==> config.mk <==
export PLATFORM = sky130hd
export DESIGN_NAME = adder_32b
export DESIGN_NICKNAME = d
export VERILOG_FILES = /design/src/rtl/adder_32b.sv
export SDC_FILE = /design/constraint.sdc
export NUM_CORES = 1
export LEC_CHECK = 0
export CORE_MARGIN = 8
export CORE_UTILIZATION = 47
export CTS_BUF_LIST = sky130_fd_sc_hd__clkbuf_8
export DETAILED_ROUTE_END_ITERATION = 12
export MAX_ROUTING_LAYER = met4
export PLACE_DENSITY = 0.9
export SYNTH_ARGS = -nofsm -noshare
export SYNTH_HDL_FRONTEND = slang
export SYNTH_SLANG_ARGS = --single-unit
==> constraint.sdc <==
create_clock -name clk -period 11.5 [get_ports clk]
set_input_delay 2.3 -clock clk [delete_from_list [all_inputs] [get_ports clk]]
set_output_delay 2.3 -clock clk [all_outputs]
set_load 0.05 [all_outputs]
==> src/rtl/adder_32b.sv <==
// WIDTH-bit add/subtract with registered result and ALU flags; latency 1 cycle.
// No backpressure: one operation accepted per cycle, never stalls; outputs hold when in_valid=0.
module adder_32b #(
  parameter int WIDTH = 32
) (
  input  logic             clk,
  input  logic             rst,
  input  logic             in_valid,
  input  logic             sub,
  input  logic [WIDTH-1:0] A,
  input  logic [WIDTH-1:0] B,
  output logic [WIDTH-1:0] Adder_Result,
  output logic             carry_out,
  output logic             overflow,
  output logic             zero,
  output logic             negative,
  output logic             out_valid
);

  logic [WIDTH-1:0] b_op;
  logic [WIDTH:0]   sum;
  logic [WIDTH-1:0] res;
  logic             ovf;

  // Subtraction is A + ~B + 1, so the overflow rule for both operations
  // reduces to: operands (as actually added) share a sign the result lacks.
  always_comb begin
    b_op = sub ? ~B : B;
    sum  = {1'b0, A} + {1'b0, b_op} + {{WIDTH{1'b0}}, sub};
    res  = sum[WIDTH-1:0];
    ovf  = (A[WIDTH-1] == b_op[WIDTH-1]) && (res[WIDTH-1] != A[WIDTH-1]);
  end

  always_ff @(posedge clk) begin
    if (rst) begin
      Adder_Result <= '0;
      carry_out    <= 1'b0;
      overflow     <= 1'b0;
      zero         <= 1'b1;
      negative     <= 1'b0;
      out_valid    <= 1'b0;
    end else begin
      out_valid <= in_valid;
      if (in_valid) begin
        Adder_Result <= res;
        carry_out    <= sum[WIDTH];
        overflow     <= ovf;
        zero         <= (res == '0);
        negative     <= res[WIDTH-1];
      end
    end
  end

endmodule

==> metrics.log <==
[metrics] setup repair bufs after CTS: 0
[metrics] cell area after placement: 0.00453 mm²
[metrics] Sw Share: 46.1%
[metrics] Synth Net Count: 509
[metrics] number of buffers inserted by port buffering: 104
[metrics] CTS buffer count: 5
[metrics] RSZ-0062 raised after global routing: false
[metrics] IO Count: 105
[metrics] clk_lat worst skew: 0.29 ns
[metrics] Warnings, synthesis: 0
[metrics] number of antenna violations at the first check in global routing: 0
[metrics] Reg power frac: 25.5%
[metrics] transition time at the pin with the least slew margin: 0.950 ns
[metrics] ratio of cells with drive above 1 in the final layout: 5.78%
[metrics] initial standard-cell utilization of the core: 47.9%
[metrics] reg2reg end: Adder_Result[31]
[metrics] setup total negative slack: 0 ns
[metrics] Worst path depth: 13
[metrics] Cell Count Post-Placement: 593
[metrics] sort of element at the end of the critical path: flip-flop
[metrics] maximum net fanout on the critical path: 32
[metrics] Arr. time, crit path: 6.18 ns
[metrics] final hold violation count: 0
[metrics] Crit. Startpoint: sub
[metrics] residual antenna-violating net count after detailed routing: 0
[metrics] number of DRC violations after detailed routing: 0
[metrics] clock tree buffer depth: 2
[metrics] most area-hungry cell type in the Yosys netlist: sky130_fd_sc_hd__dfxtp_1
[metrics] synth top area cells: sky130_fd_sc_hd__dfxtp_1 21%, sky130_fd_sc_hd__ha_1 12%, sky130_fd_sc_hd__xor2_1 10%
[metrics] length in cells of the worst reg-to-reg path: 2
[metrics] Static Leakage: 1.91 nW
[metrics] Placer Congestion: 0.907
[metrics] number of maximum-capacitance violations: 0
[metrics] delay of the slowest critical-path stage: 0.67 ns
[metrics] setup violation total in the final timing report: 0
[metrics] maximum vdd ir drop: 0.0000605 V
[metrics] termination of the worst setup path: zero
[metrics] number of standard cells after synthesis: 406
[metrics] count of TritonRoute iterations in the first routing pass: 5
[metrics] number of core rows: 31
[metrics] cell with the biggest individual delay on the critical path: sky130_fd_sc_hd__buf_2
[metrics] Synth Cell Area: 0.00343 mm²
[metrics] r2r startpoint: Adder_Result[31]
[metrics] Cell variety after synth: 68
[metrics] average footprint of a synthesized cell: 8.46 µm²
[metrics] ratio of final minimum period to clock period: 51.9%
[metrics] area of all placed cells without fillers: 0.00461 mm²
[metrics] post_cts resized: 0
[metrics] area delta synth->final: 34.3%
[metrics] Req. time, crit path: 11.72 ns
[metrics] Hold Path Class: reg -> reg
[metrics] total number of vias: 3403
[metrics] average routed wire per standard cell: 16.6 µm
[metrics] overall power after layout: 0.601 mW
[metrics] number of buffers and inverters on the critical path: 1
[metrics] share of total power in the clock network: 15.6%
[metrics] Worst-path clk slew: 0.09 ns
[metrics] root buffer cell: sky130_fd_sc_hd__clkbuf_8
[metrics] total length of routed wires: 9950 µm
[metrics] async set-or-reset flop fraction in the synthesized netlist: 0%
[metrics] power density over the cells: 130 mW/mm²
[metrics] fmax: 0.168 GHz
[metrics] core region area: 0.00718 mm²
[metrics] quantity of hold-fixing buffers added after cts: 0
[metrics] Num Clock Sinks: 36
[metrics] internal power of the cells: 0.324 mW
[metrics] cell with the most instances after synthesis: sky130_fd_sc_hd__nor2_1
[metrics] clock tree from TritonCTS: built
[metrics] top-area cell type share of the netlist area: 21.0%
[metrics] total congestion overflow: 0
[metrics] die span in x: 101 µm
[metrics] WS Path Type: in -> reg
[metrics] worst slew margin relative to its limit: 36.7%
[metrics] delay-heaviest family, CP: compound AO/OA/AOI/OAI gates
[metrics] Pins Over Slew Limit: 0
[metrics] global routing usage summed across all routing layers: 20.1%
[metrics] share of the yosys chip area belonging to registers: 21.0%
[metrics] Post-synth EDFFs: 0
[metrics] count of routing violations after the opening detailed-route iteration: 203
[metrics] series of cell instances along the critical path: buf_2 > mux2i_1 > fa_1 > and2b_1 > o2111ai_2 > a2111o_1 > a311oi_2 > o21a_1 > o221ai_1 > xnor2_1 > a2111oi_1 > nand4_1 > o31ai_2
[metrics] setup slack, reg-to-reg: 10.67 ns
[metrics] time the worst path needs with I/O delays and setup: 5.96 ns
[metrics] logic gate share of total power: 59.0%
[metrics] Vert. Die Dim: 101 µm
[metrics] Die Area: 0.0103 mm²
[metrics] CTS HTree Levels: 2
[metrics] element type at the critical path start: input port
[metrics] # diodes: 0
[metrics] Synth Flop Type: sky130_fd_sc_hd__dfxtp_1
[metrics] Worst Skew: 0 ns
[metrics] Final HPWL DP: 8210 µm
[metrics] switching pwr: 0.277 mW
[metrics] Via density: 5.66
[metrics] via count of the first global-routing pass: 3488
[metrics] Filler Cell Count: 647
[metrics] run status: complete, no violations
[metrics] first-pass GRT wire length: 16600 µm
[metrics] top cells by instance count after synthesis: 49 x sky130_fd_sc_hd__nor2_1, 41 x sky130_fd_sc_hd__xor2_1, 36 x sky130_fd_sc_hd__dfxtp_1, 34 x sky130_fd_sc_hd__ha_1, 29 x sky130_fd_sc_hd__a21oi_1
[metrics] maximum number of pins on one net before global-route repair: 39
[metrics] Net count, final: 604
[metrics] hold_ws: 0.469 ns
[metrics] register bit count reported by yosys: 36
[metrics] Final Non-Filler Cells: 601
-- sequential cells by signal, indices dropped and copies added (netlist names) --
signal        flops
Adder_Result     32
carry_out         1
out_valid         1
overflow          1
zero              1
-- placed cells by master (no fill, tap or decap), drive strengths merged, types with 4 or more instances in the layout --
cell / synthesis / routed
clkbuf: 12 / 5
nand3: 9 / 9
o21a: 7 / 7
ha: 34 / 34
nand4: 5 / 5
dfxtp: 36 / 36
o21ai: 19 / 19
nor3: 8 / 8
o31ai: 4 / 4
clkdlybuf4s50: 0 / 102
or3: 4 / 4
xor2: 41 / 41
mux2i: 25 / 25
nor2: 49 / 49
a211oi: 5 / 5
a31oi: 4 / 4
a21o: 6 / 6
nand2: 24 / 24
clkinv: 1 / 4
xnor2: 16 / 16
inv: 10 / 10
a21oi: 30 / 30
a211o: 4 / 4
-- metrics by stage --
step	worst slack (ns)	util, %
5_1_grt	5.17	64.3
6_report	5.54	64.3
2_1_floorplan	6.00	-
4_1_cts	5.54	64.3
3_5_place_dp	5.24	63.1
3_3_place_gp	5.44	63.1
-- worst min path at each step --
stage,start,to,slack [ns],cells after the start
6_report,Adder_Result[18],Adder_Result[18],0.47,2
5_1_grt,Adder_Result[18],Adder_Result[18],0.50,2
4_1_cts,Adder_Result[18],Adder_Result[18],0.47,2
3_5_place_dp,Adder_Result[18],Adder_Result[18],0.46,2
3_3_place_gp,Adder_Result[18],Adder_Result[18],0.46,2
2_1_floorplan,Adder_Result[4],Adder_Result[4],0.69,2
-- tightest hold or removal path, delay by kind of cell, from the launching register on --
kind	cells	cell delay (ns)
flip-flops	1	0.31
AND/OR/NAND/NOR	1	0.06
AO/OA/AOI/OAI	1	0.06
-- cells by family (layout without fill, tap and decap cells) --
kind of cell	after synthesis	count (layout)	share of synthesized area, %
flops	36	36	21.0
simple gates	116	116	16.4
buf+inv	28	124	3.28
xor+xnor	57	57	14.5
compound gates	109	109	24.6
mux	25	25	7.29
fa+ha+maj	35	35	13.0
-- layer usage --
layer  part of all wire (%)  wire length, µm  track usage [%]  vias up
met5                      0                0                -        -
met4                   0.99               99             4.70        0
met3                    6.0              595             2.20        9
met2                     47             4680             33.1      119
met1                     46             4580             25.6     1598
li1                       -                -                -     1677
-- area by class of cell --
| type | instances | area, µm² | share of cell area (%) |
|---|---|---|---|
| Multi-Input combinational cell | 342 | 2600 | 56.4 |
| Timing Repair Buffer | 105 | 1040 | 22.5 |
| Sequential cell | 36 | 721 | 15.6 |
| Tap cell | 99 | 124 | 2.69 |
| Clock buffer | 5 | 68.8 | 1.49 |
| Inverter | 11 | 41.3 | 0.895 |
| Clock inverter | 3 | 18.8 | 0.407 |
-- power groups by stage --
stage	logic [mW]	registers, mW	clock network (mW)
final	0.354	0.153	0.0937
after floorplan	0.185	0.215	0
after global routing	0.381	0.155	0.0989
after CTS	0.353	0.153	0.0944
after global placement	0.346	0.155	0
after detailed placement	0.351	0.156	0
No activity file was read; power rests on OpenSTA's default activity.
